File: src/rtl/vga_capture.sv
// VGA receive-side capture: recovers h/v position from HS/VS, tracks 640x480 lock, emits active pixels.
// Define VGA_CHECKSUM_EN to build the per-frame active-pixel checksum on frame_sum.
//
// state     | meaning
// UNLOCKED  | waiting for the first VS fall
// SEEK      | counting consecutive clean frames toward lock
// LOCKED    | timing matches; pixels are emitted
module vga_capture #(
    parameter int H_SYNC      = 128,
    parameter int H_BACK      = 16,
    parameter int H_ACTIVE    = 640,
    parameter int H_TOTAL     = 800,
    parameter int V_SYNC      = 2,
    parameter int V_BACK      = 33,
    parameter int V_ACTIVE    = 480,
    parameter int V_TOTAL     = 525,
    parameter int LOCK_FRAMES = 2
) (
    input  logic        clk25M,
    input  logic        reset,
    input  logic        HS,
    input  logic        VS,
    input  logic [2:0]  red_in,
    input  logic [2:0]  green_in,
    input  logic [1:0]  blue_in,
    output logic        pix_valid,
    output logic [9:0]  pix_x,
    output logic [9:0]  pix_y,
    output logic [2:0]  pix_red,
    output logic [2:0]  pix_green,
    output logic [1:0]  pix_blue,
    output logic        locked,
    output logic        frame_start,
    output logic [7:0]  err_count,
    output logic [15:0] frame_sum
);

    localparam logic [1:0] ST_UNLOCKED = 2'd0;
    localparam logic [1:0] ST_SEEK     = 2'd1;
    localparam logic [1:0] ST_LOCKED   = 2'd2;

    localparam int GW = $clog2(LOCK_FRAMES + 1);
    localparam logic [GW-1:0] GOOD_LAST = GW'(LOCK_FRAMES - 1);

    localparam logic [9:0] H_LAST = 10'(H_TOTAL - 1);
    localparam logic [9:0] V_LAST = 10'(V_TOTAL - 1);
    localparam logic [9:0] H_LO   = 10'(H_SYNC + H_BACK);
    localparam logic [9:0] H_HI   = 10'(H_SYNC + H_BACK + H_ACTIVE);
    localparam logic [9:0] V_LO   = 10'(V_SYNC + V_BACK);
    localparam logic [9:0] V_HI   = 10'(V_SYNC + V_BACK + V_ACTIVE);
    localparam logic [9:0] CNT_MAX = 10'h3FF;

    logic          hs_q, hs_qq, vs_q, vs_qq;
    logic [7:0]    rgb_q;
    logic          hs_fall, vs_fall;
    logic [9:0]    hcnt, vcnt;
    logic          seen_hs, seen_vs;
    logic          line_err, frame_err, frame_bad, frame_good;
    logic [1:0]    state;
    logic [GW-1:0] good_cnt;
    logic          in_active;

    assign hs_fall    = !hs_q && hs_qq;
    assign vs_fall    = !vs_q && vs_qq;
    assign line_err   = hs_fall && seen_hs && (hcnt != H_LAST);
    assign frame_err  = vs_fall && (vcnt != V_LAST);
    assign frame_good = !frame_err && !line_err && !frame_bad;
    assign locked     = (state == ST_LOCKED);
    assign in_active  = (hcnt >= H_LO) && (hcnt < H_HI) && (vcnt >= V_LO) && (vcnt < V_HI);

    // Sync history resets high so the first sample after reset cannot look like an edge.
    always_ff @(posedge clk25M) begin
        if (reset) begin
            hs_q  <= 1'b1;
            hs_qq <= 1'b1;
            vs_q  <= 1'b1;
            vs_qq <= 1'b1;
            rgb_q <= 8'h00;
        end else begin
            hs_q  <= HS;
            hs_qq <= hs_q;
            vs_q  <= VS;
            vs_qq <= vs_q;
            rgb_q <= {red_in, green_in, blue_in};
        end
    end

    always_ff @(posedge clk25M) begin
        if (reset) begin
            hcnt    <= 10'd0;
            vcnt    <= 10'd0;
            seen_hs <= 1'b0;
            seen_vs <= 1'b0;
        end else begin
            if (hs_fall) begin
                hcnt    <= 10'd0;
                seen_hs <= 1'b1;
            end else if (hcnt != CNT_MAX) begin
                hcnt <= hcnt + 10'd1;
            end
            if (vs_fall) begin
                vcnt    <= 10'd0;
                seen_vs <= 1'b1;
            end else if (hs_fall && (vcnt != CNT_MAX)) begin
                vcnt <= vcnt + 10'd1;
            end
        end
    end

    always_ff @(posedge clk25M) begin
        if (reset) begin
            state       <= ST_UNLOCKED;
            good_cnt    <= '0;
            frame_bad   <= 1'b0;
            frame_start <= 1'b0;
        end else begin
            frame_start <= vs_fall && locked;
            if (vs_fall)
                frame_bad <= 1'b0;
            else if (line_err)
                frame_bad <= 1'b1;
            case (state)
                ST_UNLOCKED: begin
                    if (vs_fall) begin
                        state    <= ST_SEEK;
                        good_cnt <= '0;
                    end
                end
                ST_SEEK: begin
                    if (vs_fall) begin
                        if (frame_good) begin
                            good_cnt <= good_cnt + GW'(1);
                            if (good_cnt == GOOD_LAST)
                                state <= ST_LOCKED;
                        end else begin
                            good_cnt <= '0;
                        end
                    end
                end
                ST_LOCKED: begin
                    if (line_err || frame_err) begin
                        state    <= ST_UNLOCKED;
                        good_cnt <= '0;
                    end
                end
                default: begin
                    state    <= ST_UNLOCKED;
                    good_cnt <= '0;
                end
            endcase
        end
    end

    // Errors in the partial frame before the first VS fall are expected and not counted.
    always_ff @(posedge clk25M) begin
        if (reset)
            err_count <= 8'd0;
        else if (seen_vs && (line_err || frame_err) && (err_count != 8'hFF))
            err_count <= err_count + 8'd1;
    end

    always_ff @(posedge clk25M) begin
        if (reset) begin
            pix_valid <= 1'b0;
            pix_x     <= 10'd0;
            pix_y     <= 10'd0;
            pix_red   <= 3'd0;
            pix_green <= 3'd0;
            pix_blue  <= 2'd0;
        end else begin
            pix_valid <= locked && in_active;
            if (locked && in_active) begin
                pix_x                          <= hcnt - H_LO;
                pix_y                          <= vcnt - V_LO;
                {pix_red, pix_green, pix_blue} <= rgb_q;
            end else begin
                {pix_red, pix_green, pix_blue} <= 8'h00;
            end
        end
    end

`ifdef VGA_CHECKSUM_EN
    logic [15:0] acc;

    always_ff @(posedge clk25M) begin
        if (reset) begin
            acc       <= 16'h0000;
            frame_sum <= 16'h0000;
        end else if (vs_fall) begin
            acc <= 16'h0000;
            if (locked)
                frame_sum <= acc;
        end else if (pix_valid) begin
            acc <= acc + {8'h00, pix_red, pix_green, pix_blue};
        end
    end
`else
    assign frame_sum = 16'h0000;
`endif

endmodule

File: config.mk
export PLATFORM = sky130hd
export DESIGN_NAME = vga_capture
export DESIGN_NICKNAME = d
export VERILOG_FILES = /design/src/rtl/vga_capture.sv
export SDC_FILE = /design/constraint.sdc
export NUM_CORES = 1
export LEC_CHECK = 0
export BUFFER_PORTS_ARGS = -buffer_cell sky130_fd_sc_hd__buf_4
export CAP_MARGIN = 20
export CORE_ASPECT_RATIO = 0.8
export CORE_MARGIN = 4
export CORE_UTILIZATION = 55
export DETAILED_ROUTE_END_ITERATION = 8
export PLACE_DENSITY = 0.79
export SLEW_MARGIN = 20
export SYNTH_ARGS = -nofsm -noshare
export SYNTH_HDL_FRONTEND = slang
export SYNTH_SLANG_ARGS = --single-unit
File: constraint.sdc
create_clock -name clk25M -period 2.3 [get_ports clk25M]
set_input_delay 0.345 -clock clk25M [delete_from_list [all_inputs] [get_ports clk25M]]
set_output_delay 0.345 -clock clk25M [all_outputs]
set_load 0.005 [all_outputs]
==> flow_summary_export.csv <==
group,metric,value,unit
layout,drive_gt1_share,20.9,%
drt,vias_per_cell,5.40,
global_routing,grt-ovfl-total,0,
global_routing,grt_usage,19.8,%
layout,fillers,512,
yosys,synthTopCellsByArea,"dfxtp_1, xnor2_1, a21oi_1, buf_4, ha_1",
timing,hold_viol_final,0,
yosys,ys_top_cells_by_count,"dfxtp_1, a21oi_1, nor2_1, nand2_1, nand3_1",
yosys,ys_ff_latch,77,
global_routing,use_met1,25.0,%
timing,slew_viol_final,0,
cts,cts.sinks,77,
yosys,yosys.area.top_type_share,43.7,%
cts,cts_tree,"yes",
global_routing,grt.met2_usage,32.4,%
timing,tns,0,ns
floorplan,die_w,97.5,um
cts,clockBufferDepth,2,
power_and_ir_drop,intPower,2040,uW
timing,rsz0062_at_grt,"false",
worst_setup_path,cp_cell_sequence,"ha_1 > and3_1 > a31o_2 > a21o_1 > or4_1 > a21oi_1",
timing,finalCritPeriodShare,90.9,%
cts,ctsHtreeMaxLevel,3,
yosys,syn_area_per_cell,8.97,um^2
worst_setup_path,reg2regPathDepth,6,
layout,fin_nets,462,
power_and_ir_drop,sequentialPowerShare,52.6,%
drt,drc_errors,0,
global_routing,use_met3,6.38,%
job,drv_cap,0,
drt,dr_total_vias,2845,
worst_setup_path,critical_path_class,"register to register",
yosys,seq_area_frac_synth,43.7,%
worst_setup_path,timing.rr.end,"err_count[7]$_SDFFE_PP0P_",
worst_setup_path,path_max_fanout,8,
yosys,yosys_warnings,0,
floorplan,dieArea,7760,um^2
yosys,synthFlopType,"dfxtp_1",
power_and_ir_drop,design_power_total,2600,uW
power_and_ir_drop,p_comb_share,4.0,%
placement,dpl.hpwl,5330,um
min_path,hold_path_end,"vs_q$_SDFF_PP1_",
cts,cts_root_buf,"clkbuf_8",
floorplan,core,6070,um^2
global_routing,grt_pass1_wl,12500,um
min_path,worstHoldPathCells,2,
timing,skew,0.00608,ns
power_and_ir_drop,p_per_area,631,nW/um^2
floorplan,die_h,79.6,um
timing,worst_hold_slack,0.177,ns
layout,stdcell_count,527,
yosys,netlist_area,3530,um^2
placement,placement.io_buffers,50,
placement,placed_cells,511,
cts,numCtsBuffers,9,
floorplan,rows,25,
power_and_ir_drop,ir_worst_vdd,0.408,mV
worst_setup_path,ff2ff_setup_slack,0.21,ns
timing,slew_headroom,63.0,%
cts,clock_latency,0.35,ns
min_path,min_path_type,"input port to register",
drt,ant_nets,0,
cts,path_clk_slew,0.08,ns
worst_setup_path,crit_arrival,2.37,ns
yosys,synth.distinct_cells,54,
yosys,synthCells,393,
global_routing,grt_max_degree,58,
power_and_ir_drop,p_sw,559,uW
global_routing,grt-busiest-layer,"met2",
floorplan,start_util,58.1,%
timing,setup_viol,0,
drt,drt_iter0_drc,122,
worst_setup_path,endpoint_kind,"register",
power_and_ir_drop,leakage,0.00163,uW
layout,antennaDiodeCount,0,
yosys,synth-edff-count,0,
worst_setup_path,cpMaxStageDelayCell,"or4_1",
drt,drt_wl_total,7440,um
global_routing,grt_pass1_vias,2673,
drt,wl_per_cell,14.1,um
timing,post-route-min-period,2.09,ns
layout,area_delta_synth_final,16.7,%
worst_setup_path,r2r-start,"hcnt[0]$_SDFFE_PP0P_",
yosys,yosysTopAreaCell,"dfxtp_1",
yosys,synthArstFlopShare,0,%
worst_setup_path,crit_path_start_kind,"register",
power_and_ir_drop,switching_share,21.5,%
timing,fmax,0.478,GHz
worst_setup_path,cp_slowest_stage_delay,0.50,ns
outcome,status,"finished, final reports clean",
worst_setup_path,crit_required,2.58,ns
yosys,synth_most_common_cell,"dfxtp_1",
power_and_ir_drop,pwr-share-clk,43.4,%
global_routing,antenna_found_initial,0,
min_path,min_from,"VS",
drt,firstDrtPassIters,4,
timing,worst_pin_slew,0.554,ns
placement,gp_congestion,0.923,
floorplan,io_pins,67,
==> layer usage <==
metal / share of wire, % / up-vias
li1: - / 1429
met1: 45 / 1342
met2: 48 / 68
met3: 5.7 / 6
met4: 0.71 / 0
met5: 0 / -
==> worst max-delay path: cells and delay by family, from the launching register on <==
family                     cells  cell delay, ns
AOI/OAI and AO/OA              3            0.70
adders and majority gates      1            0.24
DFF                            1            0.36
and+or+nand+nor                2            0.71
==> repair_timing <==
| item | CTS | global route |
|---|---|---|
| setup buffers | 0 | 0 |
| gates resized for setup | 0 | 1 |
| hold buffers | 0 | 0 |
| endpoints found under the setup margin | 0 | 20 |
==> state kept, by name, indices dropped and copies added (netlist names), 2 cells and up <==
name,flops
rgb_q,8
good_cnt,2
err_count,8
pix_y,10
pix_green,3
pix_blue,2
pix_red,3
hcnt,10
state,2
vcnt,10
pix_x,10
==> power groups by stage <==
stage / clock [uW] / combinational (uW) / sequential, uW
2_1_floorplan: 0 / 87.5 / 1390
3_3_place_gp: 0 / 99.9 / 1400
3_5_place_dp: 0 / 103 / 1400
4_1_cts: 1160 / 103 / 1370
5_1_grt: 1210 / 118 / 1370
6_report: 1130 / 104 / 1370
==> worst max path at each step <==
| stage | from | to | slack [ns] |
|---|---|---|---|
| 6_report | hcnt[0]$_SDFFE_PP0P_ | err_count[7]$_SDFFE_PP0P_ | 0.21 |
| 5_1_grt | hcnt[4]$_SDFFE_PP0P_ | pix_x[6]$_SDFFE_PP0P_ | 0.01 |
| 4_1_cts | hcnt[4]$_SDFFE_PP0P_ | pix_x[6]$_SDFFE_PP0P_ | 0.11 |
| 3_5_place_dp | hcnt[4]$_SDFFE_PP0P_ | pix_x[6]$_SDFFE_PP0P_ | 0.14 |
| 3_3_place_gp | hcnt[4]$_SDFFE_PP0P_ | pix_y[8]$_SDFFE_PP0P_ | 0.26 |
| 2_1_floorplan | hcnt[0]$_SDFFE_PP0P_ | err_count[5]$_SDFFE_PP0P_ | 0.35 |
==> through the flow <==
stage               setup slack, ns  instance area [um^2]  utilization, %
detailed placement            0.141                  3890            64.1
floorplan                     0.354                  3580               -
finish                        0.209                  4120            67.8
global route                 0.0116                  4120            67.8
CTS                           0.106                  4120            67.8
global placement              0.264                  3890            64.1
==> cells by family (layout without fill, tap and decap cells) <==
family	Yosys count	count (layout)	share of synthesized area, %
and+or+nand+nor	142	142	21.9
buffers and inverters	55	93	9.01
DFF	77	77	43.7
muxes	5	5	1.42
AOI/OAI and AO/OA	79	79	14.5
other	1	16	0.106
xor gates and xnor gates	25	25	6.21
adders and majority gates	9	9	3.19
==> cell type report <==
cell class              count  area, um^2  share of cell area (%)
clock buffers              11         141                    3.43
inverters                  14        52.6                    1.28
clock inverters             5        83.8                    2.04
repair buffers             63         473                    11.5
well taps                  81         101                    2.46
flip-flops and latches     77        1540                    37.4
multi-input cells         276        1720                    41.9
==> cells in the final DEF (no fill, tap or decap), types with 2 or more instances in the layout <==
master,netlist,final
dfxtp_1,77,77
buf_4,17,63
a21oi_1,30,30
nor2_1,29,29
nand2_1,22,22
nand3_1,21,21
xnor2_1,18,18
o21ai_0,16,16
conb_1,1,16
inv_1,14,14
nor2b_1,13,13
a211oi_1,11,11
clkbuf_8,0,10
nor3b_1,9,9
ha_1,9,9
nor3_1,7,7
xor2_1,7,7
or2_2,5,5
mux2i_1,5,5
or3_1,5,5
nand4_1,4,4
o31ai_1,4,4
and3_1,3,3
and2_1,3,3
and4_1,3,3
a31o_2,3,3
or4_1,3,3
nor4_1,3,3
nand2b_1,2,2
nand3b_1,2,2
or3b_1,2,2
o311ai_1,1,2
a311oi_1,2,2
clkinvlp_4,0,2
bufinv_16,0,2
Power figures use the tool's default switching activity.
